===== src/rtl/flash_seq_pkg.sv =====
// Shared types and constants for the BPI flash bus sequencer.
// Holds the state encoding, counter width and default pin timing in cycles.
package flash_seq_pkg;

  localparam int CNT_W = 8;

  localparam int DEF_T_SETUP      = 2;
  localparam int DEF_T_RD         = 8;
  localparam int DEF_T_WE         = 6;
  localparam int DEF_T_HOLD       = 2;
  localparam int DEF_T_TURN       = 2;
  localparam int DEF_WAIT_TIMEOUT = 64;

  typedef enum logic [2:0] {
    IDLE,
    SETUP,
    RD_ACC,
    WR_PULSE,
    HOLD,
    RESP,
    TURN
  } seq_state_t;

  // A timed state lasting N cycles starts its counter at N-1 and leaves at 0.
  function automatic logic [CNT_W-1:0] cnt_load(input int cycles);
    return CNT_W'(cycles - 1);
  endfunction

endpackage


===== src/rtl/flash_seq_timer.sv =====
// Loadable down-counter shared by every timed state of the flash sequencer.
// It counts down to zero and then holds there until the next load.
module flash_seq_timer
  import flash_seq_pkg::*;
(
  input  logic             clk,
  input  logic             rst_n,
  input  logic             load,
  input  logic [CNT_W-1:0] load_value,
  output logic [CNT_W-1:0] value,
  output logic             done
);

  always_ff @(posedge clk or negedge rst_n) begin
    if (!rst_n) begin
      value <= '0;
    end else if (load) begin
      value <= load_value;
    end else if (value != '0) begin
      value <= value - 1'b1;
    end
  end

  assign done = (value == '0);

endmodule


===== src/rtl/flash_bus_sequencer.sv =====
// Asynchronous read/write cycle sequencer for the ML605 BPI parallel NOR flash.
// Takes one word request at a time and returns read data or write completion.
module flash_bus_sequencer
  import flash_seq_pkg::*;
#(
  parameter int T_SETUP      = DEF_T_SETUP,
  parameter int T_RD         = DEF_T_RD,
  parameter int T_WE         = DEF_T_WE,
  parameter int T_HOLD       = DEF_T_HOLD,
  parameter int T_TURN       = DEF_T_TURN,
  parameter bit WAIT_EN      = 1'b0,
  parameter int WAIT_TIMEOUT = DEF_WAIT_TIMEOUT
) (
  input  logic        clk,
  input  logic        rst_n,
  input  logic        req_valid,
  output logic        req_ready,
  input  logic        req_write,
  input  logic [23:0] req_addr,
  input  logic [15:0] req_wdata,
  output logic        rsp_valid,
  input  logic        rsp_ready,
  output logic [15:0] rsp_rdata,
  output logic        rsp_err,
  output logic        busy,
  output logic [23:0] flash_addr,
  output logic [15:0] flash_dq_o,
  output logic        flash_dq_oe,
  input  logic [15:0] flash_dq_i,
  input  logic        flash_fwait_i,
  output logic        flash_ce_n,
  output logic        flash_oe_n,
  output logic        flash_we_n
);

  seq_state_t state, state_next;

  logic        wr_q, wr_d;
  logic        err_q, err_d;
  logic        stretch_q, stretch_d;
  logic [15:0] rdata_q, rdata_d;

  logic [23:0] addr_d;
  logic [15:0] dq_o_d;
  logic        dq_oe_d;
  logic        ce_n_d;
  logic        oe_n_d;
  logic        we_n_d;
  logic        rsp_valid_d;
  logic        rsp_err_d;
  logic [15:0] rsp_rdata_d;
  logic        busy_d;

  logic             tmr_load;
  logic [CNT_W-1:0] tmr_load_value;
  logic [CNT_W-1:0] tmr_value;
  logic             tmr_done;

  logic wait_active;
  logic rd_capture;

  assign req_ready   = (state == IDLE) & rst_n;
  assign wait_active = WAIT_EN & flash_fwait_i;

  flash_seq_timer u_timer (
    .clk        (clk),
    .rst_n      (rst_n),
    .load       (tmr_load),
    .load_value (tmr_load_value),
    .value      (tmr_value),
    .done       (tmr_done)
  );

  always_ff @(posedge clk or negedge rst_n) begin
    if (!rst_n) begin
      state <= IDLE;
    end else begin
      state <= state_next;
    end
  end

  always_comb begin
    state_next     = state;
    tmr_load       = 1'b0;
    tmr_load_value = tmr_value;
    rd_capture     = 1'b0;
    wr_d           = wr_q;
    err_d          = err_q;
    stretch_d      = stretch_q;
    rdata_d        = rdata_q;
    addr_d         = flash_addr;
    dq_o_d         = flash_dq_o;
    dq_oe_d        = flash_dq_oe;
    ce_n_d         = flash_ce_n;
    oe_n_d         = flash_oe_n;
    we_n_d         = flash_we_n;
    rsp_valid_d    = rsp_valid;
    rsp_err_d      = rsp_err;
    rsp_rdata_d    = rsp_rdata;

    case (state)
      IDLE: begin
        if (req_valid) begin
          wr_d           = req_write;
          err_d          = 1'b0;
          stretch_d      = 1'b0;
          addr_d         = req_addr;
          ce_n_d         = 1'b0;
          if (req_write) begin
            dq_o_d  = req_wdata;
            dq_oe_d = 1'b1;
          end
          tmr_load       = 1'b1;
          tmr_load_value = cnt_load(T_SETUP);
          state_next     = SETUP;
        end
      end

      SETUP: begin
        if (tmr_done) begin
          tmr_load = 1'b1;
          if (wr_q) begin
            we_n_d         = 1'b0;
            tmr_load_value = cnt_load(T_WE);
            state_next     = WR_PULSE;
          end else begin
            oe_n_d         = 1'b0;
            tmr_load_value = cnt_load(T_RD);
            state_next     = RD_ACC;
          end
        end
      end

      RD_ACC: begin
        // Once the base access time is up, WAIT stretches one cycle at a time,
        // reusing the timer as the timeout budget.
        if (!stretch_q) begin
          if (tmr_done) begin
            if (wait_active) begin
              stretch_d      = 1'b1;
              tmr_load       = 1'b1;
              tmr_load_value = cnt_load(WAIT_TIMEOUT);
            end else begin
              rd_capture = 1'b1;
            end
          end
        end else if (!wait_active) begin
          rd_capture = 1'b1;
        end else if (tmr_done) begin
          rd_capture = 1'b1;
          err_d      = 1'b1;
        end
        if (rd_capture) begin
          rdata_d        = flash_dq_i;
          oe_n_d         = 1'b1;
          stretch_d      = 1'b0;
          tmr_load       = 1'b1;
          tmr_load_value = cnt_load(T_HOLD);
          state_next     = HOLD;
        end
      end

      WR_PULSE: begin
        if (tmr_done) begin
          we_n_d         = 1'b1;
          tmr_load       = 1'b1;
          tmr_load_value = cnt_load(T_HOLD);
          state_next     = HOLD;
        end
      end

      HOLD: begin
        if (tmr_done) begin
          ce_n_d      = 1'b1;
          dq_oe_d     = 1'b0;
          rsp_valid_d = 1'b1;
          rsp_err_d   = err_q;
          rsp_rdata_d = wr_q ? 16'h0000 : rdata_q;
          state_next  = RESP;
        end
      end

      RESP: begin
        if (rsp_ready) begin
          rsp_valid_d = 1'b0;
          if (T_TURN > 0) begin
            tmr_load       = 1'b1;
            tmr_load_value = cnt_load(T_TURN);
            state_next     = TURN;
          end else begin
            state_next = IDLE;
          end
        end
      end

      TURN: begin
        if (tmr_done) begin
          state_next = IDLE;
        end
      end

      default: begin
        state_next = IDLE;
      end
    endcase

    busy_d = (state_next != IDLE);
  end

  always_ff @(posedge clk or negedge rst_n) begin
    if (!rst_n) begin
      wr_q        <= 1'b0;
      err_q       <= 1'b0;
      stretch_q   <= 1'b0;
      rdata_q     <= '0;
      flash_addr  <= '0;
      flash_dq_o  <= '0;
      flash_dq_oe <= 1'b0;
      flash_ce_n  <= 1'b1;
      flash_oe_n  <= 1'b1;
      flash_we_n  <= 1'b1;
      rsp_valid   <= 1'b0;
      rsp_err     <= 1'b0;
      rsp_rdata   <= '0;
      busy        <= 1'b0;
    end else begin
      wr_q        <= wr_d;
      err_q       <= err_d;
      stretch_q   <= stretch_d;
      rdata_q     <= rdata_d;
      flash_addr  <= addr_d;
      flash_dq_o  <= dq_o_d;
      flash_dq_oe <= dq_oe_d;
      flash_ce_n  <= ce_n_d;
      flash_oe_n  <= oe_n_d;
      flash_we_n  <= we_n_d;
      rsp_valid   <= rsp_valid_d;
      rsp_err     <= rsp_err_d;
      rsp_rdata   <= rsp_rdata_d;
      busy        <= busy_d;
    end
  end

endmodule

===== config.mk =====
export PLATFORM = sky130hd
export DESIGN_NAME = flash_bus_sequencer
export DESIGN_NICKNAME = d
export VERILOG_FILES = /design/src/rtl/flash_seq_pkg.sv /design/src/rtl/flash_seq_timer.sv /design/src/rtl/flash_bus_sequencer.sv
export SDC_FILE = /design/constraint.sdc
export NUM_CORES = 1
export LEC_CHECK = 0
export CORE_MARGIN = 5
export CORE_UTILIZATION = 45
export DETAILED_ROUTE_END_ITERATION = 12
export PLACE_DENSITY = 0.9
export SYNTH_ARGS = -nofsm -noshare
export SYNTH_HDL_FRONTEND = slang
export SYNTH_HIERARCHICAL = 1
export SYNTH_SLANG_ARGS = --single-unit

===== constraint.sdc =====
create_clock -name clk -period 3.9 [get_ports clk]
set_clock_uncertainty 0.2 [all_clocks]
set_input_delay 0.975 -clock clk [delete_from_list [all_inputs] [get_ports clk]]
set_output_delay 0.975 -clock clk [all_outputs]
set_load 0.005 [all_outputs]

==> results.sh, run 1 <==
export IMPL_die_width_um=103
export IMPL_numCtsBuffers=9
export IMPL_hold_viol=0
export IMPL_gp_congestion=0.846
export IMPL_post_route_period_util=0.815
export IMPL_start_kind="flip-flop"
export IMPL_drt_total_wl_um=8760
export IMPL_antenna_found_initial=0
export IMPL_syn_to_final_growth_pct=37.2
export IMPL_cts_resized=0
export IMPL_fin_setup_tns_ns=0
export IMPL_via_per_inst=5.16
export IMPL_use_met3=0.0480
export IMPL_dp_hpwl_um=6430
export IMPL_ios=126
export IMPL_clk_path_buf_depth=2
export IMPL_wl_per_cell_um=16.0
export IMPL_setup_viol=0
export IMPL_worstHoldPathType="reg2reg"
export IMPL_grt_max_degree=62
export IMPL_slew_viol_final=0
export IMPL_drt_iter0_drc=148
export IMPL_gr_max_usage_layer="met2"
export IMPL_synth_warnings=6
export IMPL_syn_avg_cell_area_um2=12.3
export IMPL_period_needed_ns=3.18
export IMPL_end_kind="flip-flop"
export IMPL_rsz0062_at_grt="no"
export IMPL_n_antenna_cell=0
export IMPL_finalNetCount=500
export IMPL_cp_max_fo=11
export IMPL_cts_setup_buffers=0
export IMPL_antenna_left=0
export IMPL_placed_cell_area_um2=5150
export IMPL_grt_use_total=0.167
export IMPL_postCtsHoldBufs=0
export IMPL_overflow=0
export IMPL_start_util=0.467
export IMPL_slew_limit_headroom=0.502
export IMPL_drtPass1Iterations=4
export IMPL_async_reset_ff_frac=1.00
export IMPL_synth_nets=379
export IMPL_cts_sinks=90
export IMPL_globalRouteMet2Util=0.284
export IMPL_synth_ff_latch_count=90
export IMPL_grt_pass1_vias=2909
export IMPL_h_tree_depth=3
export IMPL_stdcell_count=547
export IMPL_rows=33
export IMPL_clk_latency_ns=0.33
export IMPL_numPortBuffers=123
export IMPL_ys_types=52
export IMPL_ys_flop_type="dfrtp_1"
export IMPL_fmax_ghz=0.315
export IMPL_tightest_slew_ns=0.747
export IMPL_syn_area_um2=3880
export IMPL_grt_pass1_wl_um=14000
export IMPL_fp_coreArea_um2=8300
export IMPL_final_area_um2=5320
export IMPL_grt_util_met1=0.214
export IMPL_synth_edf_count=0
export IMPL_leakage_nw=2.27
export IMPL_drc=0
export IMPL_power_density_nw_per_um2=599
export IMPL_fp_dieH_um=103
export IMPL_timing_max_cap_violations=0
export IMPL_cts_root_buffer="clkbuf_8"
export IMPL_cts_tree="yes"
export IMPL_vias=2822
export IMPL_status="finished, final reports clean"
export IMPL_cp_required_ns=3.93
export IMPL_worstPathArrival_ns=3.21
export IMPL_place_inst=531
export IMPL_ir_worst_vdd_uv=237
export IMPL_synth_cells=316
export IMPL_die_area_um2=10600
export IMPL_hold_ws_ns=0.283
export IMPL_synth_yosys_seq_area_share=0.582
export IMPL_path_class="reg2reg"
export IMPL_n_fill_cell=678
export IMPL_path_clk_slew_ns=0.09
export IMPL_drive_above_1_share=0.190
-- stage by stage --
| step | util | setup slack [ns] | power [mW] |
|---|---|---|---|
| global route | 0.641 | 0.525 | 3.40 |
| CTS | 0.641 | 0.750 | 3.23 |
| detailed placement | 0.621 | 0.507 | 2.67 |
| finish | 0.641 | 0.723 | 3.19 |
| global placement | 0.621 | 0.573 | 2.60 |
| floorplan | - | 1.02 | 2.02 |
-- worst max-delay path, cell delays in order (launching register included) --
cell,delay [ns]
dfrtp_1,0.46
or4_1,0.73
nor3_2,0.16
buf_4,0.19
nand2b_1,0.16
nor2_1,0.25
a211oi_4,0.10
inv_1,0.30
inv_1,0.22
a221oi_1,0.31
-- cell families after synthesis --
group | after synthesis | synth area share
flops | 90 | 0.582
simple gates | 81 | 0.102
mux | 57 | 0.173
compound gates | 55 | 0.0933
buf+inv | 30 | 0.0436
fa+ha+maj | 1 | 0.00323
other cells | 1 | 0.000967
xor+xnor | 1 | 0.00226
-- synthesized netlist by cell type, types with 4 or more instances --
library cell / count / area share
inv_1: 10 / 0.0097
o21ai_0: 24 / 0.031
nand2_1: 40 / 0.039
a21oi_1: 6 / 0.0077
mux2_1: 5 / 0.015
mux2_4: 8 / 0.031
dfrtp_1: 87 / 0.56
and2_1: 5 / 0.0081
mux2_2: 43 / 0.12
clkbuf_1: 9 / 0.0087
a31oi_1: 4 / 0.0065
buf_6: 4 / 0.012
nor2_1: 10 / 0.0097
-- registers in the layout (all words and copies together), names as in the netlist, 3 cells and up --
name	count
rsp_rdata	16
state	3
rdata_q	16
flash_addr	24
flash_dq_o	16
u_timer/value	8
-- routing by layer --
metal  vias up  wire (um)
met2        99       4290
met1      1385       3720
li1       1334          -
met5         -          0
met4         0         35
met3         4        712
-- cell usage in the layout, fill, tap and decap left out, drive strengths merged, types with 2 or more instances in the layout --
master	count
a21oi	6
a22o	3
a31oi	4
and2	6
and3	2
buf	6
clkbuf	10
clkdlybuf4s50	122
clkinv	3
clkinvlp	3
dfrtp	87
dfstp	3
inv	12
mux2	56
nand2	41
nand2b	3
nand3	3
nand4b	2
nor2	12
nor2b	3
nor3	4
nor4	2
o21ai	26
o31a	2
o31ai	3
o41ai	2
-- layout make-up --
class / instances / area (um^2) / share of cell area
flip-flops and latches: 90 / 2260 / 0.424
well taps: 105 / 131 / 0.0247
repair buffers: 128 / 1270 / 0.238
clock inverters: 6 / 41.3 / 0.00776
inverters: 12 / 45.0 / 0.00847
multi-input cells: 196 / 1450 / 0.273
clock buffers: 10 / 128 / 0.0240
-- report_power, final --
group	leakage (nW)	switching, mW	internal, mW	total (mW)
registers	1.13	0.213	1.21	1.43
clock network	0.0787	0.315	0.232	0.547
logic	1.06	0.435	0.777	1.21
total	2.27	0.964	2.22	3.19
-- final timing paths --
kind,from,to,slack [ns],depth (start not counted)
setup / recovery,u_timer/value[3],u_timer/value[5],0.72,9
hold / removal,rsp_rdata[10],rsp_rdata[10],0.28,2
setup reg to reg,u_timer/value[3],u_timer/value[5],0.72,9
hold reg to reg,rsp_rdata[10],rsp_rdata[10],0.28,2
max in group asynchronous,rst_n,u_timer/value[5],1.96,3
min in group asynchronous,rst_n,flash_addr[10],0.46,2
Note: power is estimated with default switching activity, not from simulation.
==> run 2, diff against run 1 <==
Clock period 3.9 ns to 3.1 ns, I/O delays scaled along.
==> results.sh, run 2 (synthesis results as in run 1) <==
export IMPL_drtPass1Iterations=4
export IMPL_h_tree_depth=3
export IMPL_antenna_found_initial=0
export IMPL_path_clk_slew_ns=0.08
export IMPL_power_internal_mw=2.93
export IMPL_cts_root_buffer="clkbuf_8"
export IMPL_clk_path_buf_depth=2
export IMPL_status="finished, final reports clean"
export IMPL_drc=0
export IMPL_worstHoldPathType="in2async"
export IMPL_rows=33
export IMPL_hold_viol=0
export IMPL_clk_latency_ns=0.33
export IMPL_pwr_share_clk=0.194
export IMPL_power_mw=4.15
export IMPL_fp_coreArea_um2=8300
export IMPL_end_kind="flip-flop"
export IMPL_n_antenna_cell=0
export IMPL_numCtsBuffers=9
export IMPL_grt_use_total=0.172
export IMPL_worstPathArrival_ns=2.87
export IMPL_antenna_left=0
export IMPL_fmax_ghz=0.351
export IMPL_largest_register_ffs=24
export IMPL_tightest_slew_ns=0.734
export IMPL_switchingPower_mw=1.22
export IMPL_combinationalPowerShare=0.372
export IMPL_grt_pass1_wl_um=14300
export IMPL_slew_limit_headroom=0.511
export IMPL_syn_to_final_growth_pct=38.7
export IMPL_ir_worst_vdd_uv=274
export IMPL_slew_viol_final=0
export IMPL_setup_viol=0
export IMPL_drt_iter0_drc=133
export IMPL_finalNetCount=503
export IMPL_cts_tree="yes"
export IMPL_rsz0062_at_grt="no"
export IMPL_power_switching_share=0.294
export IMPL_wl_per_cell_um=16.2
export IMPL_setup_ws_ns=0.255
export IMPL_dp_slack_ns=0.149
export IMPL_fp_dieH_um=103
export IMPL_start_kind="flip-flop"
export IMPL_r2r_cells=9
export IMPL_r2r_start="u_timer/value[3]"
export IMPL_leakage_nw=2.31
export IMPL_fin_setup_tns_ns=0
export IMPL_drt_total_wl_um=8890
export IMPL_top_register="flash_addr"
export IMPL_die_area_um2=10600
export IMPL_numPortBuffers=123
export IMPL_power_density_nw_per_um2=771
export IMPL_grt_pass1_vias=3017
export IMPL_die_width_um=103
export IMPL_grt_max_degree=60
export IMPL_cp_required_ns=3.12
export IMPL_crit_start="u_timer/value[3]"
export IMPL_post_route_period_util=0.918
export IMPL_sequentialPowerShare=0.434
export IMPL_start_util=0.467
export IMPL_timing_max_cap_violations=0
export IMPL_via_per_inst=5.18
export IMPL_layout_common_cells="122 x clkdlybuf4s50_1, 87 x dfrtp_1, 43 x mux2_2, 40 x nand2_1, 24 x o21ai_0"
export IMPL_path_class="reg2reg"
export IMPL_period_needed_ns=2.85
export IMPL_overflow=0
export IMPL_postCtsHoldBufs=0
export IMPL_gp_congestion=0.869
export IMPL_cp_max_fo=10
export IMPL_ios=126
export IMPL_drive_above_1_share=0.198
export IMPL_dp_hpwl_um=6570
export IMPL_vias=2844
export IMPL_cts_sinks=90
export IMPL_final_common_cell="clkdlybuf4s50_1"
[run 2: worst paths after layout]
path | slack (ns) | end
worst max-delay path | 0.25 | u_timer/value[5]
worst min-delay path | 0.26 | flash_addr[0]
worst max register to register | 0.25 | u_timer/value[5]
worst min register to register | 0.28 | rsp_rdata[1]
max in group asynchronous | 1.38 | flash_dq_oe
min in group clk | 0.28 | rsp_rdata[1]
[run 2: final cells by class]
cell class | instances | area, um^2
fill | 657 | 2920
multi-input combinational | 196 | 1450
sequential | 90 | 2260
clock buffer | 11 | 151
inverter | 12 | 45.0
timing repair buffer | 131 | 1290
tap | 105 | 131
clock inverter | 4 | 51.3
[run 2: layer usage]
layer / part of all wire / vias up / GRT usage
li1: - / 1330 / -
met1: 0.41 / 1386 / 0.220
met2: 0.49 / 116 / 0.283
met3: 0.092 / 12 / 0.0548
met4: 0.016 / 0 / 0.0468
met5: 0 / - / 0
[run 2: per-stage QoR]
step,util,hold WS (ns),std cells,cell area [um^2]
2_1_floorplan,-,0.269,316,3880
3_3_place_gp,0.623,0.266,534,5170
3_5_place_dp,0.623,0.270,534,5170
4_1_cts,0.648,0.256,549,5380
5_1_grt,0.648,0.270,549,5380
6_report,0.648,0.256,549,5380
[run 2: what timing repair did]
action                     4_1_cts  5_1_grt
setup buffers                    0        0
setup endpoints to repair        0        1
gates resized for setup          0        1
[run 2: power groups by stage]
stage / Combinational (mW) / Clock, mW / Sequential, mW
6_report: 1.54 / 0.805 / 1.80
2_1_floorplan: 0.766 / 0 / 1.77
3_5_place_dp: 1.56 / 0 / 1.82
3_3_place_gp: 1.50 / 0 / 1.78
4_1_cts: 1.57 / 0.830 / 1.80
5_1_grt: 1.68 / 0.886 / 1.85
[run 2: worst max-delay path: stages, from the launching register on]
cell and delay (ns):
dfrtp_1 0.47, or4_1 0.72, nor3_2 0.20, nand2b_1 0.18, nor2_2 0.21, a211oi_4 0.09, inv_1 0.11, buf_4 0.17
a21oi_1 0.06, a221oi_1 0.34
